$ cat config.mk
export PLATFORM = sky130hd
export DESIGN_NAME = lsu
export DESIGN_NICKNAME = d
export VERILOG_FILES = /design/src/rtl/core_pkg.sv /design/src/rtl/lsu.sv
export SDC_FILE = /design/constraint.sdc
export NUM_CORES = 1
export LEC_CHECK = 0
export CAP_MARGIN = 30
export CORE_MARGIN = 2
export CORE_UTILIZATION = 50
export DETAILED_ROUTE_END_ITERATION = 10
export DONT_BUFFER_PORTS = 1
export HOLD_SLACK_MARGIN = 0.1
export PLACE_DENSITY_LB_ADDON = 0.25
export SYNTH_ARGS = -nofsm -noshare
export SYNTH_HDL_FRONTEND = slang
export SYNTH_SLANG_ARGS = --single-unit
$ cat constraint.sdc
create_clock -name clk -period 2 [get_ports clk]
set_input_delay 0.3 -clock clk [delete_from_list [all_inputs] [get_ports clk]]
set_output_delay 0.3 -clock clk [all_outputs]
set_load 0.005 [all_outputs]
$ cat src/rtl/core_pkg.sv
// Shared core types: load/store operation encoding driven by the control unit.
package core_pkg;

    typedef enum logic [3:0] {
        LSU_NONE_OP = 4'd0,
        LSU_LB      = 4'd1,
        LSU_LH      = 4'd2,
        LSU_LW      = 4'd3,
        LSU_LBU     = 4'd4,
        LSU_LHU     = 4'd5,
        LSU_SB      = 4'd6,
        LSU_SH      = 4'd7,
        LSU_SW      = 4'd8
    } lsu_op_t;

endpackage

$ cat src/rtl/lsu.sv
// Load/store unit: one data-bus transaction per accepted op, store alignment and load extension.
// Optional LSU_MISALIGN_TRAP_EN: misaligned half/word ops complete with lsu_err instead of a bus access.
module lsu
    import core_pkg::*;
#(
    parameter int unsigned ADDR_W = 32
) (
    input  logic              clk,
    input  logic              rst_n,
    input  lsu_op_t           lsu_op,
    input  logic [31:0]       lsu_addr,
    input  logic [31:0]       lsu_wdata,
    output logic [31:0]       lsu_rdata,
    output logic              lsu_rvalid,
    output logic              lsu_err,
    output logic              data_req,
    input  logic              data_gnt,
    output logic              data_we,
    output logic [3:0]        data_be,
    output logic [ADDR_W-1:0] data_addr,
    output logic [31:0]       data_wdata,
    input  logic              data_rvalid,
    input  logic [31:0]       data_rdata
);

    localparam logic [1:0] S_IDLE = 2'd0;
    localparam logic [1:0] S_REQ  = 2'd1;
    localparam logic [1:0] S_WAIT = 2'd2;
    localparam logic [1:0] S_ERR  = 2'd3;

    logic [1:0]        state;
    lsu_op_t           op_q;
    logic [1:0]        k_q;
    logic [ADDR_W-1:0] addr_q;
    logic [3:0]        be_q;
    logic              we_q;
    logic [31:0]       wdata_q;

    logic [1:0]  k;
    logic        op_valid;
    logic        op_store;
    logic [1:0]  op_size;
    logic [3:0]  req_be;
    logic [31:0] req_wdata;
    logic        misalign;

    assign k = lsu_addr[1:0];

    always_comb begin
        op_valid = 1'b1;
        op_store = 1'b0;
        op_size  = 2'd0;
        case (lsu_op)
            LSU_LB, LSU_LBU: op_size = 2'd0;
            LSU_LH, LSU_LHU: op_size = 2'd1;
            LSU_LW:          op_size = 2'd2;
            LSU_SB: begin op_size = 2'd0; op_store = 1'b1; end
            LSU_SH: begin op_size = 2'd1; op_store = 1'b1; end
            LSU_SW: begin op_size = 2'd2; op_store = 1'b1; end
            default:         op_valid = 1'b0;
        endcase

        case (op_size)
            2'd0: begin
                req_be    = 4'b0001 << k;
                req_wdata = {4{lsu_wdata[7:0]}};
            end
            2'd1: begin
                req_be    = 4'b0011 << {k[1], 1'b0};
                req_wdata = {2{lsu_wdata[15:0]}};
            end
            default: begin
                req_be    = 4'hF;
                req_wdata = lsu_wdata;
            end
        endcase

        misalign = ((op_size == 2'd1) && k[0]) || ((op_size == 2'd2) && (k != 2'b00));
    end

    always_ff @(posedge clk or negedge rst_n) begin
        if (!rst_n) begin
            state   <= S_IDLE;
            op_q    <= LSU_NONE_OP;
            k_q     <= '0;
            addr_q  <= '0;
            be_q    <= '0;
            we_q    <= 1'b0;
            wdata_q <= '0;
        end else begin
            case (state)
                S_IDLE: begin
                    if (op_valid) begin
                        op_q <= lsu_op;
                        k_q  <= k;
`ifdef LSU_MISALIGN_TRAP_EN
                        // Trapped ops leave the bus registers untouched; no request is made.
                        if (misalign) begin
                            state <= S_ERR;
                        end else
`endif
                        begin
                            addr_q  <= {lsu_addr[ADDR_W-1:2], 2'b00};
                            be_q    <= req_be;
                            we_q    <= op_store;
                            wdata_q <= op_store ? req_wdata : '0;
                            state   <= S_REQ;
                        end
                    end
                end
                S_REQ:   if (data_gnt) state <= S_WAIT;
                S_WAIT:  if (data_rvalid) state <= S_IDLE;
                default: state <= S_IDLE;
            endcase
        end
    end

    assign data_req   = (state == S_REQ);
    assign data_we    = we_q;
    assign data_be    = be_q;
    assign data_addr  = addr_q;
    assign data_wdata = wdata_q;

    logic        resp;
    logic [7:0]  rd_byte;
    logic [15:0] rd_half;
    logic [31:0] load_val;

    assign resp = (state == S_WAIT) && data_rvalid;

    always_comb begin
        case (k_q)
            2'd0:    rd_byte = data_rdata[7:0];
            2'd1:    rd_byte = data_rdata[15:8];
            2'd2:    rd_byte = data_rdata[23:16];
            default: rd_byte = data_rdata[31:24];
        endcase
        rd_half = k_q[1] ? data_rdata[31:16] : data_rdata[15:0];

        case (op_q)
            LSU_LB:  load_val = {{24{rd_byte[7]}}, rd_byte};
            LSU_LBU: load_val = {24'd0, rd_byte};
            LSU_LH:  load_val = {{16{rd_half[15]}}, rd_half};
            LSU_LHU: load_val = {16'd0, rd_half};
            LSU_LW:  load_val = data_rdata;
            default: load_val = '0;
        endcase
    end

    assign lsu_rdata = resp ? load_val : '0;

`ifdef LSU_MISALIGN_TRAP_EN
    assign lsu_rvalid = resp || (state == S_ERR);
    assign lsu_err    = (state == S_ERR);
`else
    assign lsu_rvalid = resp;
    assign lsu_err    = 1'b0;
`endif

endmodule

; Word level (Yosys, flattened, before mapping)
; Cells that the tools add are included.
[word_totals]
input_bits = 104
word_cells = 54
reg_bits = 75
out_inout_bits = 104
[classes]
n_reduce_logical = 10
n_eq_ne = 21
n_shift = 2
mux = 14
[ops]
columns = op, count
row1 = $pmux W32 S5, 1
row2 = $mux W32, 2
row3 = $pmux W32 S2, 1
row4 = $eq A4 B3 Y1 const B, 6
row5 = $pmux W8 S3, 1
row6 = $eq A4 B2 Y1 const B, 4
row7 = $mux W16, 1
row8 = $eq A4 B1 Y1 const B, 2
row9 = $pmux W4 S2, 1
row10 = $reduce_or A8 Y1, 1
row11 = $eq A2 B1 Y1 const B, 3
row12 = $logic_not A2 Y1, 3
row13 = $mux W2, 3
row14 = $pmux W2 S3, 1
row15 = $reduce_or A3 Y1, 2
row16 = $eq A2 B2 Y1 const B, 2
row17 = $eq A4 B4 Y1 const B, 1
row18 = $ne A2 B2 Y1 const B, 2
row19 = $pmux W2 S2, 1
row20 = $shl A1 B2 Y4 const A, 1
row21 = $shl A2 B2 Y4 const A, 1
row22 = $reduce_and A3 Y1, 1
row23 = $mux W1, 2
row24 = $ne A2 B1 Y1 const B, 1
row25 = other kinds (3), 3

; Longest topological paths before layout
; Gate-level depths: netlist of run 1.
[depth]
depth_word = 6
depth_mapped = 7

; Worst setup path before layout of run 1
; No wires, ideal clock.
[synth_timing]
path_kind = register -> output
startpoint = register k_q[1]
endpoint = output lsu_rdata[20]
t_required_ns = 1.700
path_slack_ns = 0.172
arrival_ns = 1.528
path_buffers = 2
stages_incl_launch_ff = 7
cell_sequence = dfrtp_1 buf_2 or2_2 o22ai_1 a21oi_1 buf_2 a21oi_1
[synth_via]
elab_chain_len = 4
word_cells_on_any_way = 7
classes_between = eq/ne (2) / mux (4) / reduce/logical (1)
[synth_rtl]
columns = item, line_no
row1 = start: declaration, lsu.sv:33  ; logic [1:0] k_q;
row2 = start signal: assignment, lsu.sv:95  ; k_q <= k;
row3 = "$eq A2 B2 Y1, or another cell as far along", lsu.sv:132  ; case (k_q)
row4 = $pmux W8 S3, lsu.sv:132
row5 = $pmux W32 S5 (*), lsu.sv:140  ; case (op_q)
row6 = $mux W32 (*), lsu.sv:150  ; assign lsu_rdata = resp ? load_val : '0;
row7 = end: declaration, lsu.sv:13  ; output logic [31:0] lsu_rdata,
; Every way passes the cells marked *; elsewhere a longest branch is shown, timed or not.

; Worst setup path after layout of run 1
[layout_timing]
startpoint = register op_q[1]
endpoint = output lsu_rdata[13]
[layout_via]
elab_chain_len = 3
word_cells_on_any_way = 7
classes_between = eq/ne (5) / mux (2)
[layout_rtl]
columns = item, line_no
row1 = start: declaration, lsu.sv:32  ; lsu_op_t op_q;
row2 = start signal: assignment, lsu.sv:94  ; op_q <= lsu_op;
row3 = "$eq A4 B2 Y1, or another cell as far along", lsu.sv:140
row4 = $pmux W32 S5 (*), lsu.sv:140
row5 = $mux W32 (*), lsu.sv:150
; Marked as above.

==> out/results.txt, run 1 <==
Register area share after synthesis = 43.4%
Die W = 97.0 um
Detail Route met2 WL = 5870 um
WL final = 11,900 um
Worst setup margin = -0.165 ns
Commonest non-fill, non-tap cells in the layout = 73 x dfrtp_1, 46 x dlygate4sd3_1, 28 x nor2_1
Crit path max fanout = 7
Fin. max-slew vios = 0
Post-synthesis async set-or-reset flop share = 100%
Synth Flop Type = dfrtp_1
CP Capture Point = lsu_rdata[13]
Met1 WL = 4790 um
Final Cycle Share = 108%
Gate Count Post-Synth = 402
Endpoints failing setup = 27
Hold_buf cts = 46
Starting Density = 52.1%
Final Non-Filler Cells = 568
Largest net degree at the start of global routing = 76
Avg Inst Size Synth = 10.8 um2
Avg WL per Cell = 21.0 um
Fin. Hold Viols = 75
Met3 WL = 1110 um
Worst reg-to-reg setup slack = 0.23 ns
Diode count = 0
Area of the multi-input gates = 2530 um2
Critical path launch point type = flop
Delay-heaviest family, CP = compound AO/OA/AOI/OAI gates
Fraction of layout cells with a size suffix above 1 = 35.0%
Status = complete, but fails checks
I/O Pins = 208
WHS = -0.369 ns
Synthesized area = 4320 um2
Critical path depth = 7
Max frequency = 0.462 GHz
Buffers & Inverters on Critical Path = 3
Worst VDD drop = 0.000713 V
DRC Markers = 0
Required time worst endpoint = 1.70 ns
Worst-skew pair later-pin latency = 0.35 ns
EDFF count, synth = 0
Initial antenna violation count = 0
Tightest Pin Transition = 0.506 ns
Vias in the first global route = 3,554
Final nets = 562
Antenna Nets Post-Route = 0
CTS Buf Count = 9
Critical Path Start = op_q[1]
Top Layer Used = met4
I/O Buffers = 0
Warnings, synthesis = 0
Critical R2R Capture = data_wdata[29]
Row Count = 33
Root buffer cell = clkbuf_8
H-tree levels = 3
RSZ-0062 raised after global routing = true
Die ar. = 9410 um2
GRT Residual Overflow = 0
Post-Place Cells = 491
Clock Skew = 0.0127 ns
Die H = 97.0 um
Reg2reg start = state[1]
Min cycle time layout = 2.16 ns
# Max-Cap Violations = 0
Syn-to-layout area delta = 29.3%
Core area = 8300 um2
CTS clk-pin slew, worst paths = 0.09 ns
TritonCTS clock tree = yes
First-pass GRT wire length = 19,000 um
Drt first pass iters = 4
Worst r2r path cells = 4
1st-iter DRT viols = 147
Hold Crit Class = input pin to async pin
Commonest non-fill, non-tap cell in the layout = dfrtp_1
Pleak = 2.32 nW
# clock sinks = 75
Slowest stage delay, CP = 0.43 ns
Vias per cell = 6.11
Cell mode on critical path = buf_6
Clock Tree Buf Depth = 2
RePlAce Congestion = 0.923
WP data arrival = 1.86 ns
Gr usage total = 25.0%
Dpl hpwl = 7830 um
Crit. End Element = output pin
Pwr per Cell Area = 1320 nW/um2
Post-synth cell types = 55
Pre-CTS setup slack = 0.100 ns
Slowest CP cell = dfrtp_1
Register area = 1880 um2
Fill cell count = 625
Slew Limit Headroom = 66.3%
CP Cell Sequence = buf_6 > buf_4 > nand3b_1 > a21oi_4 > buf_6 > a22oi_2 > a21oi_2
Crit path kind = flop to output pin
Synthesis-stage register bit count = 75
Vias = 3,472
Failing checks = hold timing, setup timing
==> sequential cells by signal (all words and copies together), names as in the netlist <==
signal and flops:
data_addr 30, data_wdata 32, state 2, data_be 4
k_q 2, data_we 1, op_q 4
==> cell usage after synthesis (9+ instances only) <==
cell type	count	area share [%]
dfrtp_1	75	43
a21oi_1	33	3.8
nor2_1	29	2.5
o2bb2ai_1	22	4.5
mux2_4	20	6.9
mux2i_1	19	4.4
nand2_1	19	1.6
a22oi_1	16	2.8
buf_2	15	1.7
inv_1	12	1.0
mux2_2	11	2.9
nor2b_1	11	1.6
clkbuf_1	9	0.78
mux2_1	9	2.3
==> worst min-delay path by stage <==
stage                     slack [ns]  depth (start not counted)  startpoint              to
final                          -0.37                          0       rst_n   data_addr[15]
after global routing           -0.41                          0       rst_n  data_wdata[28]
after global placement         0.007                          0       rst_n   data_addr[15]
after detailed placement       0.006                          0       rst_n   data_addr[15]
after CTS                      -0.38                          0       rst_n   data_addr[15]
after floorplan                0.004                          0       rst_n   data_addr[10]
==> logic make-up (layout without fill, tap and decap cells) <==
family          Yosys count  count (layout)  share of synthesized area, %
buf+inv                  50             109                          6.16
fa+ha+maj                 1               1                         0.231
xor+xnor                  1               1                         0.203
simple gates             88              88                          11.0
compound gates          127             127                          22.3
other cells               1               3                        0.0867
flops                    75              75                          43.4
mux                      59              59                          16.6
==> worst register-to-register path, cell delays in order, from the launching register on <==
cell and delay (ns):
dfrtp_1 0.47, nor2_1 0.41, o21a_1 0.44, o211ai_1 0.21, o2bb2ai_1 0.19
==> metrics by stage <==
step | TNS [ns] | area, um2 | utilization (%) | power (W)
after detailed placement | 0 | 4420 | 53.2 | 0.00532
after global placement | -0.0964 | 4410 | 53.2 | 0.00523
after global routing | -5.34 | 5590 | 67.4 | 0.00782
final | -2.41 | 5590 | 67.4 | 0.00739
after CTS | -2.82 | 5460 | 65.7 | 0.00718
after floorplan | 0 | 4330 | - | 0.00472
==> what timing repair did <==
item | CTS | global route
setup endpoints to repair | 32 | 32
hold endpoints to repair | 121 | 75
setup buffers | 9 | 4
gates resized for setup | 71 | 21
pin swaps | 26 | 13
gates cloned | 1 | 1
==> area by class of cell <==
type / count / area share [%]
multi-input cells: 279 / 45.3
flip-flops and latches: 75 / 33.6
repair buffers: 81 / 14.0
clock buffers: 11 / 2.71
well taps: 105 / 2.35
clock inverters: 5 / 1.16
inverters: 12 / 0.806
==> power by group <==
group / switching, W / leakage [nW] / internal [W]
logic: 0.00149 / 1.28 / 0.00169
clock network: 0.000591 / 0.111 / 0.000660
registers: 0.000696 / 0.924 / 0.00226
==> per-layer routing <==
metal  track usage [%]  vias to the layer above
met3              9.18                       12
li1                  -                     1587
met5                 0                        -
met1              31.1                     1706
met4              6.93                        0
met2              41.2                      167
(Power assumes the default switching activity.)
==> run 2: changes to the inputs <==
--- a/constraint.sdc
+++ b/constraint.sdc
@@ -3,2 +3,2 @@
 set_output_delay 0.3 -clock clk [all_outputs]
-set_load 0.005 [all_outputs]
+set_load 0.05 [all_outputs]
==> run 2 against run 1 <==
The flow still finishes with violations (hold timing, setup timing). Global-route usage rose by 1.3 points. Clock power increased by 9%. Cell count increased by 5.1%. Combinational power rose by 20%. Clock-buffer cell count decreased by 1. Largest power group is now sequential cells.
==> out/results.txt, run 2 (synthesis results as in run 1) <==
Status = complete, but fails checks
Failing checks = hold timing, setup timing
Crit. End Element = output pin
Vias = 3,658
M2 GR Usage = 43.3%
Dpl hpwl = 8720 um
Post-route cell area = 6320 um2
Post-Place Cells = 528
Fin. Hold Viols = 75
Gr usage total = 26.3%
Die H = 97.0 um
H-tree levels = 3
CTS Buf Count = 9
Worst VDD drop = 0.00134 V
Required time worst endpoint = 1.70 ns
# Max-Cap Violations = 0
Max FFs per register = 32
Worst r2r path cells = 6
Die W = 97.0 um
Endpoints failing setup = 32
Vias per cell = 6.13
DRC Markers = 0
Syn-to-layout area delta = 46.2%
GRT Residual Overflow = 0
Commonest non-fill, non-tap cell in the layout = dfrtp_1
Commonest non-fill, non-tap cells in the layout = 74 x dfrtp_1, 43 x dlygate4sd3_1, 29 x nor2_1
TritonCTS clock tree = yes
Slowest CP cell = o31ai_4
Avg WL per Cell = 21.5 um
RSZ-0062 raised after global routing = true
Final nets = 591
Starting Density = 52.1%
RePlAce Congestion = 0.816
WL final = 12,800 um
Post-route setup TNS = -9.70 ns
1st-iter DRT viols = 137
Max frequency = 0.420 GHz
WP data arrival = 2.08 ns
Critical path launch point type = flop
Row Count = 33
Placed Area = 5440 um2
Fin. max-slew vios = 0
I/O Buffers = 0
Core area = 8300 um2
Hold Crit Class = input pin to async pin
Drt first pass iters = 4
First-pass GRT wire length = 20,000 um
Root buffer cell = clkbuf_8
Vias in the first global route = 3,773
Initial antenna violation count = 0
Worst setup margin = -0.380 ns
Min cycle time layout = 2.38 ns
Pwr per Cell Area = 1640 nW/um2
CTS clk-pin slew, worst paths = 0.09 ns
Slew Limit Headroom = 55.6%
Diode count = 0
Global-route met3 utilization = 9.18%
CP Cell Sequence = or3b_4 > a21boi_4 > buf_12 > o31ai_4
Clock Skew = 0.00984 ns
WHS = -0.363 ns
Fraction of layout cells with a size suffix above 1 = 36.8%
Worst-skew pair later-pin latency = 0.35 ns
Final Non-Filler Cells = 597
Largest net degree at the start of global routing = 76
Crit path kind = flop to output pin
Hold_buf cts = 43
Die ar. = 9410 um2
Tightest Pin Transition = 0.662 ns
Crit path max fanout = 7
Antenna Nets Post-Route = 0
Final Cycle Share = 119%
# clock sinks = 75
Pleak = 2.56 nW
Most Crowded Layer GR = met2
M1 GR Usage = 32.5%
Clock Tree Buf Depth = 2
Slowest stage delay, CP = 0.54 ns
I/O Pins = 208
## run 2: final cells by class
type | count | area [um2]
Tap cell | 105 | 131
Fill cell | 521 | 1980
Timing Repair Buffer | 109 | 1330
Sequential cell | 75 | 1880
Clock buffer | 10 | 138
Inverter | 12 | 48.8
Multi-Input combinational cell | 280 | 2700
Clock inverter | 6 | 96.3
## run 2: worst paths after layout
kind / to / start / slack [ns]
setup / recovery: lsu_rdata[6] / op_q[0] / -0.38
hold / removal: data_addr[10] / rst_n / -0.36
setup reg to reg: data_addr[19] / state[0] / 0.34
hold reg to reg: state[1] / state[1] / 0.65
max in group asynchronous: data_addr[8] / rst_n / 2.20
min in group clk: data_be[1] / lsu_addr[0] / 0.12
## run 2: per-stage QoR
stage	utilization, %	total power, W	worst slack [ns]	hold WS, ns
2_1_floorplan	-	0.00773	-0.129	0.00441
5_1_grt	76.1	0.0108	-0.428	-0.397
4_1_cts	74.5	0.0102	-0.391	-0.378
3_5_place_dp	65.5	0.00858	-0.247	0.00599
3_3_place_gp	65.5	0.00846	-0.154	0.00630
6_report	76.1	0.0104	-0.380	-0.363
## run 2: metal layers
layer | wire length (um) | part of all wire [%] | vias to the layer above
met5 | 0 | 0 | -
met2 | 6430 | 50 | 165
met3 | 1100 | 8.6 | 15
li1 | - | - | 1646
met1 | 5120 | 40 | 1832
met4 | 188 | 1.5 | 0
## run 2: repair_timing
item,in CTS,in global routing
endpoints found under the setup margin,32,32
endpoints found under the hold margin,118,75
resized for setup,9,22
cloned,0,1
setup buffers,5,7
pin swaps,6,3
## run 2: worst max-delay path, delay by kind of cell (launching register included)
family	cells	cell delay, ns
simple gates	1	0.46
flops	1	0.41
buf+inv	1	0.15
compound gates	2	0.71
## run 2: where the power goes
part | leakage, nW | internal, W | total [W] | switching [W]
sequential | 0.925 | 0.00220 | 0.00518 | 0.00298
combinational | 1.52 | 0.00188 | 0.00381 | 0.00193
clock | 0.115 | 0.000752 | 0.00136 | 0.000606
